===== src/rtl/int_wb_bridge.sv =====
// rtl/int_wb_bridge.sv - 16-bit requester to 32-bit Wishbone B3 bridge (optional error path: INT_WB_BRIDGE_ERR_EN)
module int_wb_bridge #(
  parameter int ADR_WIDTH = 32
) (
  input  logic                 sdram_clk,
  input  logic                 sdram_rst_n,
  input  logic                 acc_i,
  input  logic                 we_i,
  input  logic [ADR_WIDTH-1:0] adr_i,
  input  logic [15:0]          dat_i,
  input  logic [1:0]           sel_i,
  output logic                 ack_o,
  output logic [ADR_WIDTH-1:0] adr_o,
  output logic [15:0]          dat_o,
  output logic [ADR_WIDTH-1:0] wb_adr_o,
  output logic [31:0]          wb_dat_o,
  output logic [3:0]           wb_sel_o,
  output logic                 wb_we_o,
  output logic                 wb_cyc_o,
  output logic                 wb_stb_o,
  output logic [2:0]           wb_cti_o,
  output logic [1:0]           wb_bte_o,
  input  logic [31:0]          wb_dat_i,
  input  logic                 wb_ack_i
`ifdef INT_WB_BRIDGE_ERR_EN
  ,
  input  logic                 wb_err_i,
  output logic                 err_o
`endif
);

  typedef enum logic [2:0] {
    S_IDLE,
    S_WR_LO,
    S_WR_BUS,
    S_RD_BUS,
    S_STREAM
  } state_t;

  state_t                 r_state;
  state_t                 w_next;
  logic [15:0]            r_dat_hi;
  logic [1:0]             r_sel_hi;
  logic [ADR_WIDTH-1:0]   r_wadr;
  logic [1:0]             r_k;
  logic [2:0]             r_b;
  logic [31:0]            r_buf [4];

  logic                   w_err;
  logic                   w_term;
  logic [31:0]            w_rd_word;
  logic [2:0]             w_nb;
  logic [31:0]            w_word;
  logic [1:0]             w_widx;
  logic                   w_unused;

`ifdef INT_WB_BRIDGE_ERR_EN
  assign w_err = wb_err_i;
`else
  assign w_err = 1'b0;
`endif

  // A bus beat ends on ack or error; errored read words are replaced by zero.
  assign w_term    = wb_ack_i | w_err;
  assign w_rd_word = w_err ? 32'h0 : wb_dat_i;

  // Next stream beat: word index inside the line wraps from the start word.
  assign w_nb     = r_b + 3'd1;
  assign w_word   = r_buf[w_nb[2:1]];
  assign w_widx   = r_wadr[3:2] + w_nb[2:1];
  assign w_unused = ^adr_i[1:0];

  // State register.
  always_ff @(posedge sdram_clk or negedge sdram_rst_n) begin
    if (!sdram_rst_n) r_state <= S_IDLE;
    else              r_state <= w_next;
  end

  // Next-state logic; new requests are only looked at in IDLE.
  always_comb begin
    w_next = r_state;
    case (r_state)
      S_IDLE:   if (acc_i) w_next = we_i ? S_WR_LO : S_RD_BUS;
      S_WR_LO:  w_next = S_WR_BUS;
      S_WR_BUS: if (w_term) w_next = S_IDLE;
      S_RD_BUS: if (w_term && (r_k == 2'd3)) w_next = S_STREAM;
      S_STREAM: if (r_b == 3'd7) w_next = S_IDLE;
      default:  w_next = S_IDLE;
    endcase
  end

  // Registered outputs and datapath; reset aborts any bus cycle at once.
  always_ff @(posedge sdram_clk or negedge sdram_rst_n) begin
    if (!sdram_rst_n) begin
      ack_o    <= 1'b0;
      adr_o    <= '0;
      dat_o    <= '0;
      wb_adr_o <= '0;
      wb_dat_o <= '0;
      wb_sel_o <= '0;
      wb_we_o  <= 1'b0;
      wb_cyc_o <= 1'b0;
      wb_stb_o <= 1'b0;
      wb_cti_o <= 3'b000;
      wb_bte_o <= 2'b00;
      r_dat_hi <= '0;
      r_sel_hi <= '0;
      r_wadr   <= '0;
      r_k      <= '0;
      r_b      <= '0;
`ifdef INT_WB_BRIDGE_ERR_EN
      err_o    <= 1'b0;
`endif
    end else begin
      ack_o <= 1'b0;
      case (r_state)
        S_IDLE: begin
          if (acc_i) begin
            r_wadr <= {adr_i[ADR_WIDTH-1:2], 2'b00};
            if (we_i) begin
              r_dat_hi <= dat_i;
              r_sel_hi <= sel_i;
              ack_o    <= 1'b1;
            end else begin
              wb_adr_o <= {adr_i[ADR_WIDTH-1:2], 2'b00};
              wb_we_o  <= 1'b0;
              wb_cyc_o <= 1'b1;
              wb_stb_o <= 1'b1;
              wb_cti_o <= 3'b010;
              wb_bte_o <= 2'b01;
              r_k      <= 2'd0;
            end
          end
        end
        S_WR_LO: begin
          wb_adr_o <= r_wadr;
          wb_dat_o <= {r_dat_hi, dat_i};
          wb_sel_o <= {r_sel_hi, sel_i};
          wb_we_o  <= 1'b1;
          wb_cyc_o <= 1'b1;
          wb_stb_o <= 1'b1;
          wb_cti_o <= 3'b000;
          wb_bte_o <= 2'b00;
        end
        S_WR_BUS: begin
          if (w_term) begin
            wb_cyc_o <= 1'b0;
            wb_stb_o <= 1'b0;
            wb_we_o  <= 1'b0;
          end
        end
        S_RD_BUS: begin
          if (w_term) begin
            r_k           <= r_k + 2'd1;
            wb_adr_o[3:2] <= wb_adr_o[3:2] + 2'd1;
            if (r_k == 2'd2) wb_cti_o <= 3'b111;
            if (r_k == 2'd3) begin
              wb_cyc_o <= 1'b0;
              wb_stb_o <= 1'b0;
              wb_cti_o <= 3'b000;
              wb_bte_o <= 2'b00;
              ack_o    <= 1'b1;
              adr_o    <= r_wadr;
              dat_o    <= r_buf[0][31:16];
              r_b      <= 3'd0;
            end
          end
        end
        S_STREAM: begin
          if (r_b != 3'd7) begin
            r_b   <= w_nb;
            adr_o <= {r_wadr[ADR_WIDTH-1:4], w_widx, w_nb[0], 1'b0};
            dat_o <= w_nb[0] ? w_word[15:0] : w_word[31:16];
          end
        end
        default: ;
      endcase
`ifdef INT_WB_BRIDGE_ERR_EN
      if (w_err && ((r_state == S_WR_BUS) || (r_state == S_RD_BUS))) err_o <= 1'b1;
`endif
    end
  end

  // Line buffer filled in burst order, slot k holds the k-th word returned.
  always_ff @(posedge sdram_clk) begin
    if ((r_state == S_RD_BUS) && w_term) r_buf[r_k] <= w_rd_word;
  end

endmodule


===== config.mk =====
export PLATFORM = sky130hd
export DESIGN_NAME = int_wb_bridge
export DESIGN_NICKNAME = d
export VERILOG_FILES = /design/src/rtl/int_wb_bridge.sv
export SDC_FILE = /design/constraint.sdc
export NUM_CORES = 1
export LEC_CHECK = 0
export ABC_CLOCK_PERIOD_IN_PS = 3400
export CORE_ASPECT_RATIO = 0.75
export CORE_MARGIN = 4
export CORE_UTILIZATION = 53
export CTS_CLUSTER_DIAMETER = 60
export DETAILED_ROUTE_END_ITERATION = 6
export PLACE_DENSITY = 0.8
export SLEW_MARGIN = 25
export SYNTH_ARGS = -nofsm -noshare
export SYNTH_HDL_FRONTEND = slang
export SYNTH_SLANG_ARGS = --single-unit

===== constraint.sdc =====
create_clock -name sdram_clk -period 3.4 [get_ports sdram_clk]
set_clock_uncertainty 0.2 [all_clocks]
set_input_delay 0.34 -clock sdram_clk [delete_from_list [all_inputs] [get_ports sdram_clk]]
set_output_delay 0.34 -clock sdram_clk [all_outputs]
set_load 0.005 [all_outputs]

==> out/summary.txt, run 1 <==
Outcome - completed
Nets - 1,052
Placed cell area - 14,460 um2
Max Cap Viol - 0
Worst-path clk slew - 60 ps
Area Overhead vs Synth - 27.40%
Grt ovf - 0
Vias in the first global route - 7,331
Sw frac - 0.2829
Final Cycle Share - 0.7812
First-pass GRT wire length - 40.15 mm
Post-synthesis sequential area ratio - 0.6771
Fill count - 1,564
Asr flop ratio synth - 0.5762
Die height - 138.9 um
Largest net degree at the start of global routing - 79
Post-synth EDFFs - 128
Top cells by count, synth - dfrtp_1 (174), edfxtp_1 (128), mux2_2 (104)
CP required - 3600 ps
Die width - 182.5 um
Most used DFF post-synth - dfrtp_1
Crit-path cells - ha_1, ha_2, buf_4, mux4_2, nor2b_1, a211oi_1, o31ai_1
Placer Congestion - 0.8212
Yosys top cell by area - dfrtp_1
Avg WL per Cell - 19.70 um
Cells after Synth - 751
Clock sinks - 302
CTS root buf - clkbuf_16
CP max-delay cell - mux4_2
Share of cells above drive strength 1 - 0.2227
Std-Cell Rows - 47
Ys Warns - 0
CTS tree - done
HP Class - in2async
Final ANT Viol Nets - 0
# diodes - 0
Internal Power - 0.009523 W
Overall routing resource usage - 0.1959
Slew @ Worst Pin - 994.5 ps
Resized Gates After CTS - 0
Leak - 6.066 nW
Final Hold Viols - 0
Final setup fails - 0
VDD IR max - 0.6016 mV
Initial antenna violation count - 0
DRC viols - 0
Logic pwr share - 0.349
Unique cell type count in the Yosys netlist - 42
Vias post-DR - 6,950
Initial DRC count - 442
Clock H-tree levels - 1
Critical path class - reg2reg
Crit path capture type - register
Worst skew pair latency - 530 ps
Setup TNS - 0 ps
Relative slew slack - 0.3348
Total CTS buffers - 28
Initial core utilization - 0.5432
DR vias/cell - 5.460
Mean Syn Cell Area - 16.12 um2
Clk pwr share - 0.241
Achievable frequency - 0.3765 GHz
CP max FO - 21
HPWL after detailed placement - 16.32 mm
Worst Path Arrival - 2850 ps
Top-count cell post-synth - dfrtp_1
Synth area leaders - dfrtp_1 (36%), edfxtp_1 (32%), mux2_2 (9.7%)
Synth top area share - 0.3597
Bufs on Longest Clock Path - 3
I/O Buffers - 205
PwrDens - 861.0 nW/um2
Total I/O pin count - 212
Unrepaired setup endpoints after global routing - false
Design Area, Final - 15,420 um2
Initial DRT Pass Iterations - 5
Worst path max stage delay - 540 ps
DIE AREA - 25,350 um2
Sequential cell fraction of total power - 0.410
Worst hold slack - 236.3 ps
Post-Syn Area - 12,110 um2
Yosys reg bits - 302
Core ar. - 22,290 um2
Slew Viols, Final - 0
Drt total wl - 25.08 mm
CP Launch Type - register
Final Critical Period - 2656 ps
P_sw - 0.003757 W
-- kinds of logic after synthesis --
group / Yosys count / share of synthesized area
AOI/OAI and AO/OA: 95 / 0.05012
xor gates and xnor gates: 2 / 0.001447
adders and majority gates: 7 / 0.007234
buffers and inverters: 57 / 0.02718
DFF: 302 / 0.6771
muxes: 174 / 0.1914
other: 1 / 0.0003097
and+or+nand+nor: 113 / 0.04516
-- layer usage --
| layer | GRT usage | up-vias | share of wire |
|---|---|---|---|
| li1 | - | 3185 | - |
| met1 | 0.2690 | 3523 | 0.43 |
| met2 | 0.3270 | 193 | 0.49 |
| met3 | 0.03487 | 49 | 0.058 |
| met4 | 0.05330 | 0 | 0.028 |
| met5 | 0 | - | 0 |
-- flip-flops by register name (all words and copies together), names as in the netlist --
signal,cells
wb_sel_o,4
wb_bte_o,1
r_sel_hi,2
wb_dat_o,32
wb_adr_o,30
r_buf,128
wb_cti_o,2
wb_we_o,1
r_dat_hi,16
r_wadr,30
wb_stb_o,1
r_state,3
adr_o,30
ack_o,1
r_b,3
dat_o,16
r_k,2
-- cells in the final DEF (no fill, tap or decap), types with 29 or more instances in the layout --
master,count
mux4_2,32
mux2_2,104
edfxtp_1,128
clkdlybuf4s50_1,204
o21ai_0,32
dfrtp_1,173
clkbuf_16,30
mux2i_1,29
nand2_1,60
-- final timing paths --
| check | depth (start not counted) | start | slack, ps | end |
|---|---|---|---|---|
| max reg2reg | 7 | r_b[0] | 740 | dat_o[11] |
| min | 2 | sdram_rst_n | 240 | adr_o[14] |
| max | 7 | r_b[0] | 740 | dat_o[11] |
| min in group sdram_clk | 1 | wb_dat_i[8] | 250 | r_buf[1][8] |
| min reg2reg | 2 | adr_o[3] | 280 | adr_o[3] |
| max in group asynchronous | 3 | sdram_rst_n | 1860 | wb_adr_o[21] |
-- metrics by stage --
stage                     worst slack (ps)  total power (W)  instances    util
after global placement               754.9          0.01004       1221  0.6486
after floorplan                      944.3         0.008161        754       -
after detailed placement             712.2          0.01021       1221  0.6486
after CTS                            714.1          0.01346       1273  0.6920
final                                743.9          0.01328       1273  0.6920
after global routing                 571.5          0.01405       1273  0.6920
-- worst max-delay path, delay by kind of cell, from the launching register on --
family                     cells  cell delay (ps)
buffers and inverters          1              360
AOI/OAI and AO/OA              2              340
adders and majority gates      2              530
DFF                            1              400
and+or+nand+nor                1              140
muxes                          1              540
-- timing repair --
item / 4_1_cts / 5_1_grt
endpoints found under the setup margin: 0 / 0
setup buffers: 0 / 0
hold endpoints to repair: 75 / 0
hold buffers: 1 / 0
-- power groups by stage --
stage / logic, W / clock network (W) / registers, W
2_1_floorplan: 0.00276 / 0 / 0.00540
3_3_place_gp: 0.00458 / 0 / 0.00546
3_5_place_dp: 0.00470 / 0 / 0.00551
4_1_cts: 0.00473 / 0.00328 / 0.00545
5_1_grt: 0.00504 / 0.00343 / 0.00558
6_report: 0.00464 / 0.00320 / 0.00544
-- layout make-up --
| cell class | count | area [um2] | area share |
|---|---|---|---|
| flip-flops and latches | 302 | 8199 | 0.5316 |
| multi-input cells | 395 | 3615 | 0.2344 |
| repair buffers | 223 | 2253 | 0.1461 |
| clock buffers | 37 | 810.8 | 0.05257 |
| well taps | 294 | 367.9 | 0.02385 |
| clock inverters | 14 | 147.6 | 0.009573 |
| inverters | 8 | 30.03 | 0.001947 |
No activity file was read; power rests on OpenSTA's default activity.
==> run 2, diff against run 1 <==
--- a/config.mk
+++ b/config.mk
@@ -5,7 +5,7 @@
 export SDC_FILE = /design/constraint.sdc
 export NUM_CORES = 1
 export LEC_CHECK = 0
-export ABC_CLOCK_PERIOD_IN_PS = 3400
+export ABC_CLOCK_PERIOD_IN_PS = 2650
 export CORE_ASPECT_RATIO = 0.75
 export CORE_MARGIN = 4
 export CORE_UTILIZATION = 53
==> constraint.sdc (replaced) <==
create_clock -name sdram_clk -period 2.65 [get_ports sdram_clk]
set_clock_uncertainty 0.2 [all_clocks]
set_input_delay 0.265 -clock sdram_clk [delete_from_list [all_inputs] [get_ports sdram_clk]]
set_output_delay 0.265 -clock sdram_clk [all_outputs]
set_load 0.005 [all_outputs]
==> out/summary.txt, run 2 (synthesized netlist as in run 1, its figures left out) <==
CP Launch Type - register
VDD IR max - 0.7248 mV
Die height - 138.9 um
Top Registers - r_buf x128, wb_dat_o x32
Relative slew slack - 0.6367
PnR worst setup slack - 155.3 ps
I/O Buffers - 205
Worst skew pair latency - 540 ps
DRC viols - 0
Clock H-tree levels - 1
Overall routing resource usage - 0.1983
Bufs on Longest Clock Path - 3
Slew @ Worst Pin - 544.9 ps
Share of cells above drive strength 1 - 0.2285
Std-Cell Rows - 47
Final Cycle Share - 0.9414
Placed cell area - 14,610 um2
Outcome - completed
Most frequent cells in the layout - clkdlybuf4s50_1 (204), dfrtp_1 (173), edfxtp_1 (128)
CTS tree - done
Final ANT Viol Nets - 0
Avg WL per Cell - 19.70 um
DR vias/cell - 5.459
Die width - 182.5 um
HP Class - in2async
CTS root buf - clkbuf_16
HPWL after detailed placement - 16.42 mm
Initial antenna violation count - 0
Clock sinks - 302
CP required - 2850 ps
Crit path capture type - register
CP max FO - 17
Final Hold Viols - 0
Area Overhead vs Synth - 28.17%
Post-CTS Setup Bufs - 0
Core ar. - 22,290 um2
WL met2 - 12.44 mm
Setup TNS - 0 ps
Initial DRC count - 424
Largest net degree at the start of global routing - 58
Critical path class - reg2reg
Fill count - 1,500
Design Area, Final - 15,520 um2
Vias post-DR - 7,004
Levels on crit path - 7
Worst hold slack - 109.0 ps
Worst path max stage delay - 510 ps
Crit-path cells - ha_1, ha_2, buf_12, mux4_2, nor2b_1, a211oi_1, o31ai_1
WP buf/inv - 1
Setup crit end - dat_o[2]
CP top delay family - adder cells
Biggest register - r_buf
Metal3 WL - 1.585 mm
Worst Path Arrival - 2700 ps
Final Critical Period - 2495 ps
Final setup fails - 0
Worst-path clk slew - 60 ps
R2r endpoint - dat_o[2]
Slew Viols, Final - 0
Total I/O pin count - 212
Initial DRT Pass Iterations - 4
CP max-delay cell - mux4_2
Max Cap Viol - 0
Achievable frequency - 0.4009 GHz
# diodes - 0
Unrepaired setup endpoints after global routing - false
DIE AREA - 25,350 um2
Drt total wl - 25.28 mm
Total CTS buffers - 29
Nets - 1,060
Post-Place Worst Slack - 164.4 ps
Commonest non-fill, non-tap cell in the layout - clkdlybuf4s50_1
Placer Congestion - 0.8123
Top sig layer - met4
Worst R2R Path Depth - 7
R2R setup slack - 160 ps
Number of flip-flops in the largest register - 128
Grt ovf - 0
Critical path origin - r_b[0]
Reg2Reg Launch Point - r_b[0]
Leak - 6.117 nW
First-pass GRT wire length - 40.29 mm
Initial core utilization - 0.5432
M1 WL - 10.62 mm
Resized Gates After CTS - 0
PwrDens - 1095 nW/um2
Vias in the first global route - 7,353
run 2: cell types whose count changed in the layout (fill, tap and decap cells not counted), sizes merged:
cell      before  now
clkbuf        37   44
clkinvlp       3    1
bufinv         3    0
buf           18   25
inv            7    8
run 2: where the power goes:
part	switching [W]	internal, W	leakage [nW]	total [W]
Combinational	0.00241	0.00375	2.42	0.00616
Sequential	0.000760	0.00620	3.25	0.00696
Clock	0.00168	0.00219	0.448	0.00387
Total	0.00485	0.0121	6.12	0.0170
run 2: per-stage QoR:
| stage | cells | utilization | power (W) |
|---|---|---|---|
| CTS | 1283 | 0.6962 | 0.01721 |
| floorplan | 754 | - | 0.01047 |
| detailed placement | 1228 | 0.6554 | 0.01329 |
| finish | 1283 | 0.6962 | 0.01699 |
| global placement | 1228 | 0.6554 | 0.01308 |
| global route | 1283 | 0.6962 | 0.01798 |
run 2: metal layers:
layer | GRT usage | up-vias
met5 | 0 | -
met4 | 0.05527 | 0
met3 | 0.03933 | 40
met2 | 0.3254 | 203
met1 | 0.2741 | 3555
li1 | - | 3206
run 2: what timing repair did:
action                                  4_1_cts  5_1_grt
hold buffers                                  1        0
hold endpoints to repair                    174        0
endpoints found under the setup margin        0        0
run 2: layout make-up:
type	instances	area, um2	share of cell area
clock inverters	10	60.06	0.003870
clock buffers	44	839.6	0.05410
multi-input cells	395	3615	0.2329
inverters	8	30.03	0.001935
well taps	294	367.9	0.02371
repair buffers	230	2406	0.1551
flip-flops and latches	302	8199	0.5284
run 2: worst min-delay path by stage:
| stage | from | endpoint | slack, ps | cells after the start |
|---|---|---|---|---|
| after floorplan | sdram_rst_n | ack_o | -230 | 0 |
| after global placement | sdram_rst_n | wb_adr_o[13] | 80 | 1 |
| after detailed placement | sdram_rst_n | wb_adr_o[13] | 80 | 1 |
| after CTS | sdram_rst_n | wb_adr_o[11] | 100 | 2 |
| after global routing | sdram_rst_n | adr_o[13] | 140 | 2 |
| final | sdram_rst_n | wb_adr_o[11] | 110 | 2 |
run 2: worst register-to-register path: cells and delay by family (launching register included):
kind,cells,cell delay [ps]
and+or+nand+nor,1,150
buffers and inverters,1,200
DFF,1,400
AOI/OAI and AO/OA,2,330
muxes,1,520
adders and majority gates,2,580
==> run 3, diff against run 2 <==
--- a/config.mk
+++ b/config.mk
@@ -11,6 +11,7 @@
 export CORE_UTILIZATION = 53
 export CTS_CLUSTER_DIAMETER = 60
 export DETAILED_ROUTE_END_ITERATION = 6
+export MAX_ROUTING_LAYER = met4
 export PLACE_DENSITY = 0.8
 export SLEW_MARGIN = 25
 export SYNTH_ARGS = -nofsm -noshare
==> out/summary.txt, run 3 (synthesized netlist as in run 1, its figures left out) <==
Worst hold slack - 93.01 ps
Final ANT Viol Nets - 0
CP max-delay cell - mux4_2
VDD IR max - 0.7321 mV
Biggest register - r_buf
Area Overhead vs Synth - 28.17%
Crit path capture type - register
Initial DRT Pass Iterations - 5
Die width - 182.5 um
Clock sinks - 302
Unrepaired setup endpoints after global routing - false
Core ar. - 22,290 um2
Initial core utilization - 0.5432
I/O Buffers - 205
DIE AREA - 25,350 um2
Final Critical Period - 2498 ps
Placer Congestion - 0.8243
Drt total wl - 25.32 mm
Leak - 6.117 nW
Achievable frequency - 0.4003 GHz
Bufs on Longest Clock Path - 3
Power, Total - 0.01699 W
Critical path class - reg2reg
Commonest non-fill, non-tap cell in the layout - clkdlybuf4s50_1
PnR worst setup slack - 152.1 ps
Overall routing resource usage - 0.2045
DR vias/cell - 5.487
Crit-path cells - ha_1, ha_2, buf_12, mux4_2, nor2b_1, a211oi_1, o31ai_1
Post-CTS Setup Bufs - 0
Fill count - 1,500
CP Launch Type - register
Worst Path Arrival - 2700 ps
CP required - 2850 ps
Avg WL per Cell - 19.74 um
Std-Cell Rows - 47
Final Hold Viols - 0
CTS root buf - clkbuf_16
# diodes - 0
Max Cap Viol - 0
Die height - 138.9 um
Clock H-tree levels - 1
Worst-path clk slew - 60 ps
Worst skew pair latency - 540 ps
Share of cells above drive strength 1 - 0.2285
Outcome - completed
Grt ovf - 0
Largest net degree at the start of global routing - 58
HP Class - in2async
Total I/O pin count - 212
HPWL after detailed placement - 16.42 mm
Initial antenna violation count - 0
Most frequent cells in the layout - clkdlybuf4s50_1 (204), dfrtp_1 (173), edfxtp_1 (128)
PwrDens - 1095 nW/um2
First-pass GRT wire length - 40.25 mm
Slew @ Worst Pin - 539.6 ps
Vias in the first global route - 7,354
Top Registers - r_buf x128, wb_dat_o x32
CP max FO - 17
Number of flip-flops in the largest register - 128
Setup TNS - 0 ps
Vias post-DR - 7,040
CTS tree - done
Relative slew slack - 0.6403
Slew Viols, Final - 0
Worst path max stage delay - 510 ps
Initial DRC count - 411
Total CTS buffers - 29
Post-Place Worst Slack - 164.4 ps
Final Cycle Share - 0.9426
Final setup fails - 0
Nets - 1,060
DRC viols - 0
-- run 3: cell counts in the layout (fill, tap and decap cells not counted) --
No cell type changed its count.
-- run 3: final timing paths --
check	start	to	slack, ps	depth (start not counted)
max in group asynchronous	sdram_rst_n	wb_sel_o[0]	1510	3
worst max register to register	r_b[0]	dat_o[2]	150	7
worst min-delay path	sdram_rst_n	r_wadr[13]	90	2
worst max-delay path	r_b[0]	dat_o[2]	150	7
worst min register to register	wb_adr_o[13]	wb_adr_o[13]	280	2
min in group sdram_clk	dat_i[10]	wb_dat_o[10]	160	2
-- run 3: final cells by class --
type                            instances  area (um2)  area share
Multi-Input combinational cell        395        3615      0.2329
Tap cell                              294       367.9     0.02371
Clock inverter                         10       60.06    0.003870
Clock buffer                           44       839.6     0.05410
Inverter                                8       30.03    0.001935
Sequential cell                       302        8199      0.5284
Timing Repair Buffer                  230        2406      0.1551
-- run 3: through the flow --
step | area, um2 | std cells | util
finish | 15520 | 1283 | 0.6962
global route | 15520 | 1283 | 0.6962
CTS | 15520 | 1283 | 0.6962
detailed placement | 14610 | 1228 | 0.6554
global placement | 14610 | 1228 | 0.6554
floorplan | 12120 | 754 | -
-- run 3: worst max-delay path, delay by kind of cell (launching register included) --
kind	cells	cell delay [ps]
adders and majority gates	2	580
and+or+nand+nor	1	150
AOI/OAI and AO/OA	2	340
buffers and inverters	1	200
DFF	1	400
muxes	1	510
-- run 3: timing repair --
item | in CTS | in global routing
gates resized for setup | 0 | 0
hold buffers | 1 | 0
endpoints found under the hold margin | 174 | 0
endpoints found under the setup margin | 0 | 0
-- run 3: per-layer routing --
layer	routed length, um	track usage	part of all wire
met3	1369	0.03644	0.054
met5	0	-	0
met1	10800	0.2772	0.43
met4	655	0.05527	0.026
met2	12500	0.3244	0.49
-- run 3: where the power goes --
part | internal (W) | leakage [nW] | switching [W]
clock network | 0.00219 | 0.448 | 0.00167
logic | 0.00375 | 2.42 | 0.00242
registers | 0.00620 | 3.25 | 0.000760
